File: config.mk
export PLATFORM = sky130hd
export DESIGN_NAME = alarm_set_flat
export DESIGN_NICKNAME = d
export VERILOG_FILES = /design/src/rtl/alarm_set_if.sv /design/src/rtl/alarm_set.sv /design/src/flat_wrapper.sv
export SDC_FILE = /design/constraint.sdc
export NUM_CORES = 1
export LEC_CHECK = 0
export BUFFER_PORTS_ARGS = -buffer_cell sky130_fd_sc_hd__buf_2
export CAP_MARGIN = 20
export CORE_MARGIN = 2
export CORE_UTILIZATION = 56
export CTS_CLUSTER_SIZE = 30
export DETAILED_ROUTE_END_ITERATION = 16
export GPL_TIMING_DRIVEN = 1
export PLACE_DENSITY = 0.85
export SETUP_SLACK_MARGIN = 0.1
export SYNTH_ARGS = -nofsm -noshare
export SYNTH_HDL_FRONTEND = slang
export SYNTH_SLANG_ARGS = --single-unit
File: constraint.sdc
create_clock -name CLK -period 3.9 [get_ports CLK]
set_input_delay 0.78 -clock CLK [delete_from_list [all_inputs] [get_ports CLK]]
set_output_delay 0.78 -clock CLK [all_outputs]
set_load 0.1 [all_outputs]
File: src/rtl/alarm_set_if.sv
// ---------------------------------------------------------------------------
// alarm_set_if
// Groups the alarm-set block's user inputs, time-of-day inputs and alarm
// outputs into one bundle.
//   master : drives buttons, mode select, second tick and current time;
//            observes stored alarm time and status.
//   slave  : the alarm_set block itself.
// Signals:
//   MODE_EN                               alarm-set mode selected
//   BTN_HOUR, BTN_MIN, BTN_ARM, BTN_STOP  debounced button levels
//   SEC_TICK                              one-cycle pulse per second
//   T_H10..T_S1                           current time, BCD
//   A_H10..A_M1                           stored alarm time, BCD
//   FND_EN                                display enable (delayed MODE_EN)
//   ARMED, ALARM_RING                     status
// ---------------------------------------------------------------------------
interface alarm_set_if;
  logic       MODE_EN;
  logic       BTN_HOUR;
  logic       BTN_MIN;
  logic       BTN_ARM;
  logic       BTN_STOP;
  logic       SEC_TICK;
  logic [3:0] T_H10;
  logic [3:0] T_H1;
  logic [3:0] T_M10;
  logic [3:0] T_M1;
  logic [3:0] T_S10;
  logic [3:0] T_S1;
  logic [3:0] A_H10;
  logic [3:0] A_H1;
  logic [3:0] A_M10;
  logic [3:0] A_M1;
  logic       FND_EN;
  logic       ARMED;
  logic       ALARM_RING;

  modport master (
    output MODE_EN, BTN_HOUR, BTN_MIN, BTN_ARM, BTN_STOP, SEC_TICK,
    output T_H10, T_H1, T_M10, T_M1, T_S10, T_S1,
    input  A_H10, A_H1, A_M10, A_M1, FND_EN, ARMED, ALARM_RING
  );

  modport slave (
    input  MODE_EN, BTN_HOUR, BTN_MIN, BTN_ARM, BTN_STOP, SEC_TICK,
    input  T_H10, T_H1, T_M10, T_M1, T_S10, T_S1,
    output A_H10, A_H1, A_M10, A_M1, FND_EN, ARMED, ALARM_RING
  );
endinterface

File: src/rtl/alarm_set.sv
// ---------------------------------------------------------------------------
// alarm_set
// Stores an HH:MM alarm time edited by button presses, compares it with the
// current time and rings for RING_SECS seconds or until stopped.
// Ports:
//   CLK     system clock, rising edge
//   RESETN  asynchronous active-low reset
//   bus     alarm_set_if.slave (buttons, time in, alarm time/status out)
// Parameters:
//   RING_SECS  number of SEC_TICK pulses the alarm rings before auto-stop
// ---------------------------------------------------------------------------
module alarm_set #(
  parameter int RING_SECS = 60
) (
  input  logic        CLK,
  input  logic        RESETN,
  alarm_set_if.slave  bus
);

  localparam int CW = (RING_SECS < 1) ? 1 : $clog2(RING_SECS + 1);
  localparam logic [CW-1:0] CNT_MAX  = CW'(RING_SECS);
  localparam logic [CW-1:0] CNT_LAST = CW'(RING_SECS - 1);

  typedef enum logic [1:0] {
    S_DISARMED = 2'd0,
    S_ARMED    = 2'd1,
    S_RINGING  = 2'd2
  } state_t;

  state_t        state_reg, state_next;
  logic [CW-1:0] cnt_reg, cnt_next;
  logic          lock_reg, lock_next;
  logic [3:0]    ah10_reg, ah1_reg, am10_reg, am1_reg;
  logic [3:0]    ah10_next, ah1_next, am10_next, am1_next;
  logic          fnd_en_reg;

  // Button edge detection: bit 0 hour, 1 minute, 2 arm, 3 stop.
  logic [3:0] btn_now;
  logic [3:0] btn_prev_reg;
  logic [3:0] btn_rise;

  assign btn_now = {bus.BTN_STOP, bus.BTN_ARM, bus.BTN_MIN, bus.BTN_HOUR};

  generate
    for (genvar gi = 0; gi < 4; gi++) begin : g_edge
      always_ff @(posedge CLK or negedge RESETN) begin
        if (!RESETN) btn_prev_reg[gi] <= 1'b0;
        else         btn_prev_reg[gi] <= btn_now[gi];
      end
      assign btn_rise[gi] = btn_now[gi] & ~btn_prev_reg[gi];
    end
  endgenerate

  logic match;
  logic edit_ok;
  logic arm_ev;
  logic stop_ev;

  assign match = (bus.T_H10 == ah10_reg) && (bus.T_H1 == ah1_reg) &&
                 (bus.T_M10 == am10_reg) && (bus.T_M1 == am1_reg) &&
                 (bus.T_S10 == 4'd0) && (bus.T_S1 == 4'd0);
  assign edit_ok = bus.MODE_EN && (state_reg != S_RINGING);
  assign arm_ev  = btn_rise[2] && bus.MODE_EN;
  assign stop_ev = btn_rise[3];

  // Alarm time editing. Hour and minute are independent counters, so a
  // minute wrap never carries into the hour.
  always_comb begin
    ah10_next = ah10_reg;
    ah1_next  = ah1_reg;
    am10_next = am10_reg;
    am1_next  = am1_reg;
    if (edit_ok && btn_rise[0]) begin
      if (ah10_reg == 4'd2 && ah1_reg == 4'd3) begin
        ah10_next = 4'd0;
        ah1_next  = 4'd0;
      end else if (ah1_reg == 4'd9) begin
        ah10_next = ah10_reg + 4'd1;
        ah1_next  = 4'd0;
      end else begin
        ah1_next  = ah1_reg + 4'd1;
      end
    end
    if (edit_ok && btn_rise[1]) begin
      if (am10_reg == 4'd5 && am1_reg == 4'd9) begin
        am10_next = 4'd0;
        am1_next  = 4'd0;
      end else if (am1_reg == 4'd9) begin
        am10_next = am10_reg + 4'd1;
        am1_next  = 4'd0;
      end else begin
        am1_next  = am1_reg + 4'd1;
      end
    end
  end

  always_ff @(posedge CLK or negedge RESETN) begin
    if (!RESETN) begin
      ah10_reg   <= 4'd0;
      ah1_reg    <= 4'd0;
      am10_reg   <= 4'd0;
      am1_reg    <= 4'd0;
      fnd_en_reg <= 1'b0;
    end else begin
      ah10_reg   <= ah10_next;
      ah1_reg    <= ah1_next;
      am10_reg   <= am10_next;
      am1_reg    <= am1_next;
      fnd_en_reg <= bus.MODE_EN;
    end
  end

  // State register
  always_ff @(posedge CLK or negedge RESETN) begin
    if (!RESETN) begin
      state_reg <= S_DISARMED;
      cnt_reg   <= '0;
      lock_reg  <= 1'b0;
    end else begin
      state_reg <= state_next;
      cnt_reg   <= cnt_next;
      lock_reg  <= lock_next;
    end
  end

  // Next-state logic. The match lock keeps a stopped or timed-out alarm from
  // re-ringing within the same matching second; it releases as soon as the
  // time no longer matches.
  always_comb begin
    state_next = state_reg;
    cnt_next   = cnt_reg;
    lock_next  = lock_reg;
    if (!match) lock_next = 1'b0;
    case (state_reg)
      S_DISARMED: begin
        if (arm_ev) state_next = S_ARMED;
      end
      S_ARMED: begin
        if (arm_ev) begin
          state_next = S_DISARMED;
        end else if (match && !lock_reg) begin
          state_next = S_RINGING;
          cnt_next   = '0;
          lock_next  = 1'b1;
        end
      end
      S_RINGING: begin
        if (bus.SEC_TICK && cnt_reg != CNT_MAX) cnt_next = cnt_reg + CW'(1);
        if (arm_ev) begin
          state_next = S_DISARMED;
        end else if (stop_ev) begin
          state_next = S_ARMED;
        end else if (bus.SEC_TICK && cnt_reg >= CNT_LAST) begin
          state_next = S_ARMED;
        end
      end
      default: state_next = S_DISARMED;
    endcase
  end

  // Status is decoded straight from the state register so reset drops it
  // without waiting for a clock edge.
  assign bus.ARMED      = (state_reg != S_DISARMED);
  assign bus.ALARM_RING = (state_reg == S_RINGING);
  assign bus.FND_EN     = fnd_en_reg;
  assign bus.A_H10      = ah10_reg;
  assign bus.A_H1       = ah1_reg;
  assign bus.A_M10      = am10_reg;
  assign bus.A_M1       = am1_reg;

endmodule
File: src/flat_wrapper.sv
// flat-port wrapper written by rule: the top's interface ports become plain ports
module alarm_set_flat 
#(
  parameter int RING_SECS = 60
)
  (CLK, RESETN, bus_MODE_EN, bus_BTN_HOUR, bus_BTN_MIN, bus_BTN_ARM, bus_BTN_STOP, bus_SEC_TICK, bus_T_H10, bus_T_H1, bus_T_M10, bus_T_M1, bus_T_S10, bus_T_S1, bus_A_H10, bus_A_H1, bus_A_M10, bus_A_M1, bus_FND_EN, bus_ARMED, bus_ALARM_RING);
  alarm_set_if bus_i ();
  input  logic CLK;
  input  logic RESETN;
  input wire logic [$bits(bus_i.MODE_EN)-1:0] bus_MODE_EN;
  input wire logic [$bits(bus_i.BTN_HOUR)-1:0] bus_BTN_HOUR;
  input wire logic [$bits(bus_i.BTN_MIN)-1:0] bus_BTN_MIN;
  input wire logic [$bits(bus_i.BTN_ARM)-1:0] bus_BTN_ARM;
  input wire logic [$bits(bus_i.BTN_STOP)-1:0] bus_BTN_STOP;
  input wire logic [$bits(bus_i.SEC_TICK)-1:0] bus_SEC_TICK;
  input wire logic [$bits(bus_i.T_H10)-1:0] bus_T_H10;
  input wire logic [$bits(bus_i.T_H1)-1:0] bus_T_H1;
  input wire logic [$bits(bus_i.T_M10)-1:0] bus_T_M10;
  input wire logic [$bits(bus_i.T_M1)-1:0] bus_T_M1;
  input wire logic [$bits(bus_i.T_S10)-1:0] bus_T_S10;
  input wire logic [$bits(bus_i.T_S1)-1:0] bus_T_S1;
  output wire logic [$bits(bus_i.A_H10)-1:0] bus_A_H10;
  output wire logic [$bits(bus_i.A_H1)-1:0] bus_A_H1;
  output wire logic [$bits(bus_i.A_M10)-1:0] bus_A_M10;
  output wire logic [$bits(bus_i.A_M1)-1:0] bus_A_M1;
  output wire logic [$bits(bus_i.FND_EN)-1:0] bus_FND_EN;
  output wire logic [$bits(bus_i.ARMED)-1:0] bus_ARMED;
  output wire logic [$bits(bus_i.ALARM_RING)-1:0] bus_ALARM_RING;
  assign bus_i.MODE_EN = bus_MODE_EN;
  assign bus_i.BTN_HOUR = bus_BTN_HOUR;
  assign bus_i.BTN_MIN = bus_BTN_MIN;
  assign bus_i.BTN_ARM = bus_BTN_ARM;
  assign bus_i.BTN_STOP = bus_BTN_STOP;
  assign bus_i.SEC_TICK = bus_SEC_TICK;
  assign bus_i.T_H10 = bus_T_H10;
  assign bus_i.T_H1 = bus_T_H1;
  assign bus_i.T_M10 = bus_T_M10;
  assign bus_i.T_M1 = bus_T_M1;
  assign bus_i.T_S10 = bus_T_S10;
  assign bus_i.T_S1 = bus_T_S1;
  assign bus_A_H10 = bus_i.A_H10;
  assign bus_A_H1 = bus_i.A_H1;
  assign bus_A_M10 = bus_i.A_M10;
  assign bus_A_M1 = bus_i.A_M1;
  assign bus_FND_EN = bus_i.FND_EN;
  assign bus_ARMED = bus_i.ARMED;
  assign bus_ALARM_RING = bus_i.ALARM_RING;
  alarm_set #(.RING_SECS(RING_SECS)) u_core (.CLK(CLK), .RESETN(RESETN), .bus(bus_i));
endmodule
==> results of run 1 <==
through the flow:
| stage | utilization | hold slack [ns] | cells |
|---|---|---|---|
| finish | 0.709 | 0.465 | 295 |
| global route | 0.709 | 0.500 | 295 |
| global placement | 0.689 | 0.492 | 287 |
| detailed placement | 0.689 | 0.494 | 287 |
| CTS | 0.709 | 0.477 | 295 |
| floorplan | - | 0.457 | 195 |
cell families (layout without fill, tap and decap cells):
group	after synthesis	count (layout)	share of synthesized area
muxes	3	3	0.0177
and+or+nand+nor	81	81	0.250
buffers and inverters	14	70	0.0334
adders and majority gates	10	10	0.0683
xor gates and xnor gates	16	16	0.0764
DFF	30	30	0.410
AOI/OAI and AO/OA	41	41	0.145
cell type report:
cell class | count | share of cell area
Tap cell | 44 | 0.0252
Clock inverter | 1 | 0.00229
Clock buffer | 7 | 0.0252
Timing Repair Buffer | 50 | 0.115
Inverter | 12 | 0.0206
Sequential cell | 30 | 0.344
Multi-Input combinational cell | 151 | 0.468
report_power, final:
group / switching (mW) / internal, mW
Sequential: 0.107 / 0.371
Clock: 0.109 / 0.0872
Combinational: 0.498 / 0.153
worst max path at each step:
stage / startpoint / endpoint / slack, ns
3_5_place_dp: bus_T_M1[1] / u_core.cnt_reg[1] / 1.65
3_3_place_gp: bus_T_H10[1] / u_core.cnt_reg[1] / 1.69
4_1_cts: u_core.state_reg[0] / bus_ALARM_RING / 1.41
6_report: u_core.state_reg[0] / bus_ALARM_RING / 1.44
2_1_floorplan: u_core.bus.A_H1[0] / u_core.bus.A_H10[3] / 1.56
5_1_grt: u_core.state_reg[0] / bus_ALARM_RING / 1.32
cells in the final DEF (no fill, tap or decap), types with 2 or more instances in the layout:
master,n
sky130_fd_sc_hd__a21o_1,4
sky130_fd_sc_hd__a21oi_1,7
sky130_fd_sc_hd__buf_2,50
sky130_fd_sc_hd__clkbuf_4,5
sky130_fd_sc_hd__dfrtp_1,30
sky130_fd_sc_hd__ha_1,10
sky130_fd_sc_hd__inv_1,12
sky130_fd_sc_hd__mux2_2,2
sky130_fd_sc_hd__nand2_1,18
sky130_fd_sc_hd__nand2b_1,3
sky130_fd_sc_hd__nand3_1,12
sky130_fd_sc_hd__nand3b_1,3
sky130_fd_sc_hd__nor2_1,11
sky130_fd_sc_hd__nor2b_1,2
sky130_fd_sc_hd__nor3_1,9
sky130_fd_sc_hd__nor4_1,8
sky130_fd_sc_hd__o211ai_1,2
sky130_fd_sc_hd__o21a_1,2
sky130_fd_sc_hd__o21ai_0,15
sky130_fd_sc_hd__o22ai_1,2
sky130_fd_sc_hd__o31ai_1,3
sky130_fd_sc_hd__or2_2,2
sky130_fd_sc_hd__or3_1,3
sky130_fd_sc_hd__xor2_1,16
metal layers:
| layer | track usage | routed length, µm | up-vias | share of wire |
|---|---|---|---|---|
| li1 | - | - | 816 | - |
| met1 | 0.327 | 1830 | 765 | 0.44 |
| met2 | 0.419 | 2040 | 58 | 0.49 |
| met3 | 0.0735 | 218 | 10 | 0.052 |
| met4 | 0.127 | 110 | 0 | 0.026 |
| met5 | 0 | 0 | - | 0 |
==> PnR_summary.wiki, run 1 <==
{| class="wikitable"
! Metric !! Value
|-
| # port buffers || 50
|-
| Root buffer cell || sky130_fd_sc_hd__clkbuf_4
|-
| CORE AREA || 0.00308 mm²
|-
| Fmax || 406 MHz
|-
| Wire length of the first global-routing pass || 6890 µm
|-
| CTS tree || yes
|-
| All-Layer GR Usage || 0.262
|-
| Cell area after synthesis || 0.00183 mm²
|-
| Maximum number of pins on one net before global-route repair || 31
|-
| Final hold violations || 0
|-
| Peak fanout along the critical path || 8
|-
| Worst path arrival time || 1.68 ns
|-
| Synthesized net count || 237
|-
| Max-cap violations || 0
|-
| Cell with the largest stage delay on the worst path || sky130_fd_sc_hd__buf_2
|-
| R2r endpoint || u_core.bus.A_H10[2]
|-
| Min cycle time layout || 2.46 ns
|-
| Startpoint of the worst-slack reg-to-reg timing path || u_core.bus.A_H1[0]
|-
| Worst stage delay on the critical path || 0.44 ns
|-
| Worst ir drop on vdd || 0.000480 V
|-
| Die Y || 61.2 µm
|-
| Actual transition at the worst max-transition pin || 0.796 ns
|-
| Critical setup path kind || register to output port
|-
| Post-DR wirelength/cell || 14.2 µm
|-
| Share of the yosys chip area belonging to registers || 0.410
|-
| Iteration count of the initial detailed-routing pass || 4
|-
| Overall die width || 61.2 µm
|-
| Run status || completed
|-
| Type of element launching the critical path || register
|-
| Number of hold buffers added after CTS || 0
|-
| Max-slew headroom || 0.464
|-
| CTS Buf Count || 5
|-
| Type of destination of the critical path || output port
|-
| Reg2Reg Depth || 5
|-
| Grt ovf || 0
|-
| Cell-by-cell trace of the critical path || nand2b_1, inv_1, buf_2
|-
| Clk Latency, worst-skew pair || 0.34 ns
|-
| Routed vias/inst || 5.59
|-
| Post-synthesis register bit count || 30
|-
| Largest delay contributor family on the critical path || buffers and inverters
|-
| Full die area || 0.00375 mm²
|-
| Fin. max-slew vios || 0
|-
| Number of rows created at floorplan || 20
|-
| Area share of the largest cell type after synthesis || 0.410
|-
| Share of synthesized flip-flops with an asynchronous set or reset || 1.00
|-
| Setup repair after global routing missed its margin || no
|-
| Cell count after synthesis || 195
|-
| Remaining design rule violation count || 0
|-
| CTS sink cnt || 30
|-
| Cell accounting for the most synthesized area || sky130_fd_sc_hd__dfrtp_1
|-
| Cell leakage power || 1.07 nW
|-
| Total length of routed wires || 4200 µm
|-
| Flip-flop count of the largest register after layout || 6
|-
| Syn-to-layout area delta || 19.0%
|-
| FF+latch area || 751 µm²
|-
| Net count, final || 292
|-
| Worst-path clk slew || 0.10 ns
|-
| Final setup margin || 1.44 ns
|-
| CP required || 3.12 ns
|-
| Top-level I/O count || 51
|-
| Per-instance average area after synthesis || 9.40 µm²
|-
| Final setup vio count || 0
|-
| Number of library cell types mapped by synthesis || 41
|-
| Initial antenna violation count || 0
|-
| Stages on the worst setup path || 3
|-
| Critical path buffers and inverters || 2
|-
| Number of H-tree levels || 2
|-
| Top cells by count, synth || sky130_fd_sc_hd__dfrtp_1 (30), sky130_fd_sc_hd__nand2_1 (18), sky130_fd_sc_hd__xor2_1 (16)
|-
| Crit share post-route || 0.631
|-
| Post-Place Worst Slack || 1.65 ns
|-
| Post-route design area || 0.00218 mm²
|-
| Share of cells above drive strength 1 || 0.267
|-
| Area after DPL || 0.00212 mm²
|-
| Area of combinational cells with multiple inputs || 0.00102 mm²
|-
| Total of fill cells in the finished design || 261
|-
| Total power per unit cell area || 608 mW/mm²
|-
| Largest clock skew in the final design || 0.00993 ns
|-
| Most numerous cell in the Yosys netlist || sky130_fd_sc_hd__dfrtp_1
|-
| Total negative setup slack || 0 ns
|-
| Leading post-synthesis cells by cell area || sky130_fd_sc_hd__dfrtp_1 (41%), sky130_fd_sc_hd__xor2_1 (7.6%), sky130_fd_sc_hd__ha_1 (6.8%), sky130_fd_sc_hd__o21ai_0 (4.1%), sky130_fd_sc_hd__nand2_1 (3.7%)
|-
| Count of flip-flops with a built-in enable after synthesis || 0
|-
| Number of diodes || 0
|-
| Total via count after detailed routing || 1,649
|-
| Initial core utilization || 0.596
|-
| Kind of path behind the tightest hold check || input port to asynchronous set/reset pin
|-
| Final Wtd Congestion || 0.825
|-
| Final HPWL from detailed placement || 3220 µm
|-
| Slack of the worst reg-to-reg path || 1.92 ns
|-
| Number of resized instances in the post-cts repair step || 0
|-
| First DRT Iteration DRCs || 76
|-
| Flip-flop cell with the highest count after synthesis || sky130_fd_sc_hd__dfrtp_1
|-
| Number of buffers added for setup after CTS || 0
|-
| PnR Total Power || 1.33 mW
|-
| Via count of the first global-routing pass || 1,520
|-
| Maximum clock insertion buffer count || 2
|-
| Synth Warn # || 0
|-
| Antenna-violating nets left || 0
|}
Note: power is estimated with default switching activity, not from simulation.
==> run 2, diff against run 1 <==
Settings changed: CORE_UTILIZATION 56 to 47, PLACE_DENSITY 0.85 to 0.76.
Clock period 3.9 ns to 2.1 ns, I/O delays scaled along.
==> PnR_summary.wiki, run 2 (same netlist as run 1, synthesis figures left out) <==
{| class="wikitable"
! Metric !! Value
|-
| Final HPWL from detailed placement || 3060 µm
|-
| Final setup vio count || 0
|-
| Max-slew headroom || 0.555
|-
| Cell leakage power || 1.07 nW
|-
| Full die area || 0.00442 mm²
|-
| Fin. max-slew vios || 0
|-
| Total negative setup slack || 0 ns
|-
| Worst stage delay on the critical path || 0.40 ns
|-
| Initial core utilization || 0.493
|-
| Worst-path clk slew || 0.06 ns
|-
| All-Layer GR Usage || 0.203
|-
| Final Wtd Congestion || 0.822
|-
| Total power per unit cell area || 1130 mW/mm²
|-
| Fmax || 523 MHz
|-
| Actual transition at the worst max-transition pin || 0.667 ns
|-
| Net count, final || 294
|-
| Pint || 1.24 mW
|-
| Type of element launching the critical path || register
|-
| Largest clock skew in the final design || 0.00404 ns
|-
| Maximum number of pins on one net before global-route repair || 31
|-
| CP required || 1.68 ns
|-
| Die Y || 66.5 µm
|-
| Total via count after detailed routing || 1,604
|-
| CTS Buf Count || 5
|-
| First DRT Iteration DRCs || 145
|-
| Type of destination of the critical path || output port
|-
| Final hold violations || 0
|-
| Reg2Reg Depth || 5
|-
| Number of diodes || 0
|-
| Proportion of power drawn by the clock network || 0.170
|-
| Wire length of the first global-routing pass || 6740 µm
|-
| Root buffer cell || sky130_fd_sc_hd__clkbuf_8
|-
| CTS sink cnt || 30
|-
| DP Cell Count || 293
|-
| Iteration count of the initial detailed-routing pass || 4
|-
| Antenna-violating nets left || 0
|-
| Max-cap violations || 0
|-
| Overall die width || 66.5 µm
|-
| Kind of path behind the tightest hold check || input port to asynchronous set/reset pin
|-
| Maximum clock insertion buffer count || 2
|-
| Routed vias/inst || 5.33
|-
| Number of buffers added for setup after CTS || 0
|-
| Switching Fraction || 0.514
|-
| Cell with the largest stage delay on the worst path || sky130_fd_sc_hd__dfrtp_1
|-
| Critical setup path kind || register to output port
|-
| Layout Cells excl Fill || 301
|-
| # port buffers || 50
|-
| Worst ir drop on vdd || 0.000964 V
|-
| Psw || 1.31 mW
|-
| Grt ovf || 0
|-
| Peak fanout along the critical path || 8
|-
| CORE AREA || 0.00372 mm²
|-
| Commonest non-fill, non-tap cells in the layout || sky130_fd_sc_hd__buf_2 (49), sky130_fd_sc_hd__nand2_1 (18), sky130_fd_sc_hd__xor2_1 (16), sky130_fd_sc_hd__dfrtp_2 (16), sky130_fd_sc_hd__o21ai_0 (15)
|-
| Via count of the first global-routing pass || 1,445
|-
| CTS tree || yes
|-
| Top-level I/O count || 51
|-
| Worst path arrival time || 1.49 ns
|-
| Cell-by-cell trace of the critical path || nand2b_1, inv_1, buf_4
|-
| Run status || completed
|-
| Clk Latency, worst-skew pair || 0.27 ns
|-
| Post-DR wirelength/cell || 13.0 µm
|-
| Number of hold buffers added after CTS || 0
|-
| Most frequent standard cell in the layout excluding fill and tap cells || sky130_fd_sc_hd__buf_2
|-
| Total length of routed wires || 3920 µm
|-
| Flip-flop count of the largest register after layout || 6
|-
| Relative contribution of combinational cells to total power || 0.476
|-
| Share of cells above drive strength 1 || 0.328
|-
| Number of rows created at floorplan || 22
|-
| Remaining design rule violation count || 0
|-
| Crit share post-route || 0.911
|-
| Number of H-tree levels || 2
|-
| Initial antenna violation count || 0
|-
| Setup repair after global routing missed its margin || no
|-
| Relative contribution of sequential cells to total power || 0.355
|-
| Syn-to-layout area delta || 22.5%
|-
| Min cycle time layout || 1.91 ns
|}
## run 2: changes by cell type in the layout (fill, tap and decap cells not counted)
cell	before	now
sky130_fd_sc_hd__buf_2	50	49
sky130_fd_sc_hd__buf_4	0	3
sky130_fd_sc_hd__clkbuf_1	1	3
sky130_fd_sc_hd__clkbuf_4	5	0
sky130_fd_sc_hd__clkbuf_8	1	5
sky130_fd_sc_hd__clkinv_2	1	0
sky130_fd_sc_hd__dfrtp_1	30	14
sky130_fd_sc_hd__dfrtp_2	0	16
## run 2: worst max-delay path: cells and delay by family, from the launching register on
family / cells / cell delay (ns)
buf+inv: 2 / 0.50
flops: 1 / 0.40
simple gates: 1 / 0.32
## run 2: through the flow
stage	hold WS [ns]	area (µm²)	setup slack (ns)	power [mW]	utilization
floorplan	0.124	1850	0.107	1.87	-
global placement	0.493	2160	0.253	2.12	0.582
detailed placement	0.499	2160	0.233	2.13	0.582
CTS	0.200	2240	0.183	2.57	0.604
global route	0.221	2240	0.113	2.71	0.604
finish	0.180	2240	0.186	2.55	0.604
## run 2: what timing repair did
item	CTS	global route
endpoints found under the hold margin	0	0
gates resized for setup	1	0
setup endpoints to repair	1	0
## run 2: path summary, 6_finish.rpt
kind	start	to	slack, ns
setup reg to reg	u_core.bus.A_M1[0]	u_core.cnt_reg[1]	0.30
min in group CLK	bus_BTN_STOP	u_core.btn_prev_reg[3]	0.27
max in group asynchronous	RESETN	u_core.bus.A_H1[0]	1.44
hold reg to reg	u_core.state_reg[0]	u_core.state_reg[0]	0.51
hold / removal	RESETN	u_core.bus.A_M10[0]	0.18
setup / recovery	u_core.state_reg[0]	bus_ALARM_RING	0.19
## run 2: area by class of cell
type                       count  area [µm²]
tap                           48        60.1
fill                         345        1470
timing repair buffer          52         268
multi-input combinational    151        1020
sequential                    30         771
inverter                      12        45.0
clock buffer                   8        80.1
## run 2: per-layer routing
layer | track usage | wire length, µm
met1 | 0.281 | 1870
met2 | 0.313 | 1820
met3 | 0.0557 | 189
met4 | 0.0536 | 42
met5 | 0 | 0
## run 2: power groups by stage
stage / registers, mW / clock network, mW / logic [mW]
4_1_cts: 0.902 / 0.449 / 1.22
5_1_grt: 0.929 / 0.487 / 1.29
3_3_place_gp: 0.912 / 0 / 1.20
6_report: 0.903 / 0.431 / 1.21
2_1_floorplan: 1.46 / 0 / 0.407
3_5_place_dp: 0.912 / 0 / 1.22
==> run 3, diff against run 2 <==
--- a/config.mk
+++ b/config.mk
@@ -7,2 +7,3 @@
 export LEC_CHECK = 0
+export ABC_AREA = 1
 export BUFFER_PORTS_ARGS = -buffer_cell sky130_fd_sc_hd__buf_2
@@ -14,3 +15,3 @@
 export GPL_TIMING_DRIVEN = 1
-export PLACE_DENSITY = 0.76
+export PLACE_DENSITY = 0.75
 export SETUP_SLACK_MARGIN = 0.1
==> constraint.sdc (replaced) <==
create_clock -name CLK -period 1.7 [get_ports CLK]
set_input_delay 0.34 -clock CLK [delete_from_list [all_inputs] [get_ports CLK]]
set_output_delay 0.34 -clock CLK [all_outputs]
set_load 0.01 [all_outputs]
==> PnR_summary.wiki, run 3 <==
{| class="wikitable"
! Metric !! Value
|-
| Cell count after synthesis || 256
|-
| Number of hold buffers added after CTS || 0
|-
| Fin. max-slew vios || 0
|-
| Startpoint of the worst-slack reg-to-reg timing path || u_core.bus.A_H1[0]
|-
| Max-cap violations || 0
|-
| CP required || 1.87 ns
|-
| CTS tree || yes
|-
| Synthesized net count || 298
|-
| Total via count after detailed routing || 1,764
|-
| Max-slew headroom || 0.571
|-
| # port buffers || 50
|-
| Number of diodes || 0
|-
| Leading post-synthesis cells by cell area || sky130_fd_sc_hd__dfrtp_1 (39%), sky130_fd_sc_hd__nand2_1 (13%), sky130_fd_sc_hd__ha_1 (6.6%), sky130_fd_sc_hd__nor2_1 (6.3%), sky130_fd_sc_hd__inv_1 (5.9%)
|-
| CTS Buf Count || 5
|-
| Post-Place Worst Slack || 0.121 ns
|-
| All-Layer GR Usage || 0.189
|-
| Peak fanout along the critical path || 8
|-
| Maximum clock insertion buffer count || 2
|-
| Type of destination of the critical path || register
|-
| Count of flip-flops with a built-in enable after synthesis || 0
|-
| CTS sink cnt || 30
|-
| Share of the yosys chip area belonging to registers || 0.393
|-
| Total power per unit cell area || 1330 mW/mm²
|-
| Area share of the largest cell type after synthesis || 0.393
|-
| Worst ir drop on vdd || 0.000705 V
|-
| Worst path arrival time || 1.69 ns
|-
| Actual transition at the worst max-transition pin || 0.643 ns
|-
| Final HPWL from detailed placement || 3030 µm
|-
| Net count, final || 360
|-
| Flip-flop count of the largest register after layout || 6
|-
| Routed vias/inst || 4.78
|-
| Capturing element of the worst setup path || u_core.cnt_reg[0]
|-
| Antenna-violating nets left || 0
|-
| Maximum number of pins on one net before global-route repair || 31
|-
| Syn-to-layout area delta || 24.3%
|-
| Kind of path behind the tightest hold check || input port to asynchronous set/reset pin
|-
| Cell accounting for the most synthesized area || sky130_fd_sc_hd__dfrtp_1
|-
| Root buffer cell || sky130_fd_sc_hd__clkbuf_8
|-
| Final Wtd Congestion || 0.792
|-
| Launching instance or port of the critical path || u_core.bus.A_H1[0]
|-
| Wire length of the first global-routing pass || 6490 µm
|-
| Post-DR wirelength/cell || 10.3 µm
|-
| Final hold violations || 0
|-
| Fmax || 659 MHz
|-
| Run status || completed
|-
| Grt ovf || 0
|-
| Crit share post-route || 0.893
|-
| Total negative setup slack || 0 ns
|-
| Full die area || 0.00459 mm²
|-
| Die Y || 67.7 µm
|-
| Type of element launching the critical path || register
|-
| Total of fill cells in the finished design || 357
|-
| Overall die width || 67.7 µm
|-
| Number of rows created at floorplan || 23
|-
| Setup repair after global routing missed its margin || yes
|-
| Worst-path clk slew || 0.06 ns
|-
| CORE AREA || 0.00394 mm²
|-
| Most prevalent standard cell on the critical path || sky130_fd_sc_hd__nand2_1
|-
| Cell leakage power || 1.23 nW
|-
| Final setup vio count || 0
|-
| Critical setup path kind || register to register
|-
| Number of library cell types mapped by synthesis || 32
|-
| Synth Warn # || 0
|-
| Share of synthesized flip-flops with an asynchronous set or reset || 1.00
|-
| Remaining design rule violation count || 0
|-
| Top-level I/O count || 51
|-
| Per-instance average area after synthesis || 7.45 µm²
|-
| Iteration count of the initial detailed-routing pass || 4
|-
| Most numerous cell in the Yosys netlist || sky130_fd_sc_hd__nand2_1
|-
| Clk Latency, worst-skew pair || 0.28 ns
|-
| Final setup margin || 0.183 ns
|-
| PnR Total Power || 3.14 mW
|-
| Cell area after synthesis || 0.00191 mm²
|-
| Worst stage delay on the critical path || 0.41 ns
|-
| Flip-flop cell with the highest count after synthesis || sky130_fd_sc_hd__dfrtp_1
|-
| Cell with the largest stage delay on the worst path || sky130_fd_sc_hd__dfrtp_2
|-
| Initial core utilization || 0.484
|-
| Reg2Reg Depth || 11
|-
| Min cycle time layout || 1.52 ns
|-
| Commonest non-fill, non-tap cells in the layout || sky130_fd_sc_hd__nand2_1 (65), sky130_fd_sc_hd__buf_2 (50), sky130_fd_sc_hd__nor2_1 (31)
|-
| Number of H-tree levels || 2
|-
| Slack of the worst reg-to-reg path || 0.18 ns
|-
| Largest clock skew in the final design || 0.00533 ns
|-
| First DRT Iteration DRCs || 59
|-
| Cell-by-cell trace of the critical path || inv_2, nand2_1, nand2_1, nor2_1, nand2_1, nor2_4, nand4_4, nand2_4, nand2_4, nand2_1, nand2_1
|-
| Post-synthesis register bit count || 30
|-
| FF+latch area || 757 µm²
|-
| Via count of the first global-routing pass || 1,574
|-
| Total length of routed wires || 3810 µm
|-
| Initial antenna violation count || 0
|-
| Share of cells above drive strength 1 || 0.295
|-
| R2r endpoint || u_core.cnt_reg[0]
|-
| Most frequent standard cell in the layout excluding fill and tap cells || sky130_fd_sc_hd__nand2_1
|-
| Area of combinational cells with multiple inputs || 0.00100 mm²
|-
| Top cells by count, synth || sky130_fd_sc_hd__nand2_1 (65), sky130_fd_sc_hd__nor2_1 (32), sky130_fd_sc_hd__dfrtp_1 (30), sky130_fd_sc_hd__inv_1 (30), sky130_fd_sc_hd__nand3_1 (21)
|}
run 3: cell types whose count changed after synthesis, moves of 4 or more:
cell / delta
sky130_fd_sc_hd__nand2_1: +47
sky130_fd_sc_hd__nor2_1: +21
sky130_fd_sc_hd__inv_1: +18
sky130_fd_sc_hd__xor2_1: -13
sky130_fd_sc_hd__inv_2: +11
sky130_fd_sc_hd__nand3_1: +9
sky130_fd_sc_hd__nor4_1: -8
sky130_fd_sc_hd__o21ai_0: -8
sky130_fd_sc_hd__nor3_1: -6
sky130_fd_sc_hd__xnor2_1: +5
sky130_fd_sc_hd__a21o_1: -4
run 3: kinds of logic after synthesis:
| group | share of synthesized area |
|---|---|
| and+or+nand+nor | 0.335 |
| buffers and inverters | 0.0885 |
| DFF | 0.393 |
| AOI/OAI and AO/OA | 0.0806 |
| adders and majority gates | 0.0656 |
| xor gates and xnor gates | 0.0367 |
run 3: worst min path at each step:
stage / depth (start not counted) / to / from / slack, ns
6_report: 1 / u_core.bus.A_H10[3] / RESETN / 0.08
5_1_grt: 1 / u_core.bus.A_H10[3] / RESETN / 0.13
4_1_cts: 1 / u_core.bus.A_H10[3] / RESETN / 0.09
3_5_place_dp: 1 / u_core.bus.A_H10[3] / RESETN / 0.40
3_3_place_gp: 1 / u_core.bus.A_H10[3] / RESETN / 0.40
2_1_floorplan: 0 / u_core.btn_prev_reg[0] / RESETN / 0.04
run 3: routing by layer:
metal	up-vias	global-route usage	routed length (µm)
met3	6	0.0517	173
met5	-	0	0
met4	0	0.0689	47
met2	33	0.322	1820
li1	928	-	-
met1	797	0.227	1770
run 3: area by class of cell:
class                           instances  area share
Multi-Input combinational cell        182       0.423
Sequential cell                        30       0.319
Timing Repair Buffer                   56       0.125
Inverter                               43      0.0681
Clock buffer                            7      0.0364
Tap cell                               50      0.0264
Clock inverter                          1     0.00211
run 3: where the power goes:
part | internal [mW] | total [mW] | switching [mW]
sequential | 0.919 | 1.16 | 0.237
clock | 0.326 | 0.581 | 0.255
combinational | 0.588 | 1.41 | 0.820
total | 1.83 | 3.14 | 1.31
run 3: metrics by stage:
stage	hold slack, ns	instances	area, µm²	utilization
6_report	0.0764	369	2370	0.601
5_1_grt	0.131	369	2370	0.601
4_1_cts	0.0946	366	2330	0.590
3_5_place_dp	0.404	358	2240	0.567
3_3_place_gp	0.404	358	2240	0.567
2_1_floorplan	0.0444	256	1910	-
run 3: critical path: cells and delay by family (launching register included):
family	cells	cell delay (ns)
buffers and inverters	1	0.06
flip-flops	1	0.41
AND/OR/NAND/NOR	10	0.93
run 3: what timing repair did:
action / CTS / global route
setup endpoints to repair: 0 / 9
resized for setup: 0 / 9
setup buffers: 0 / 3
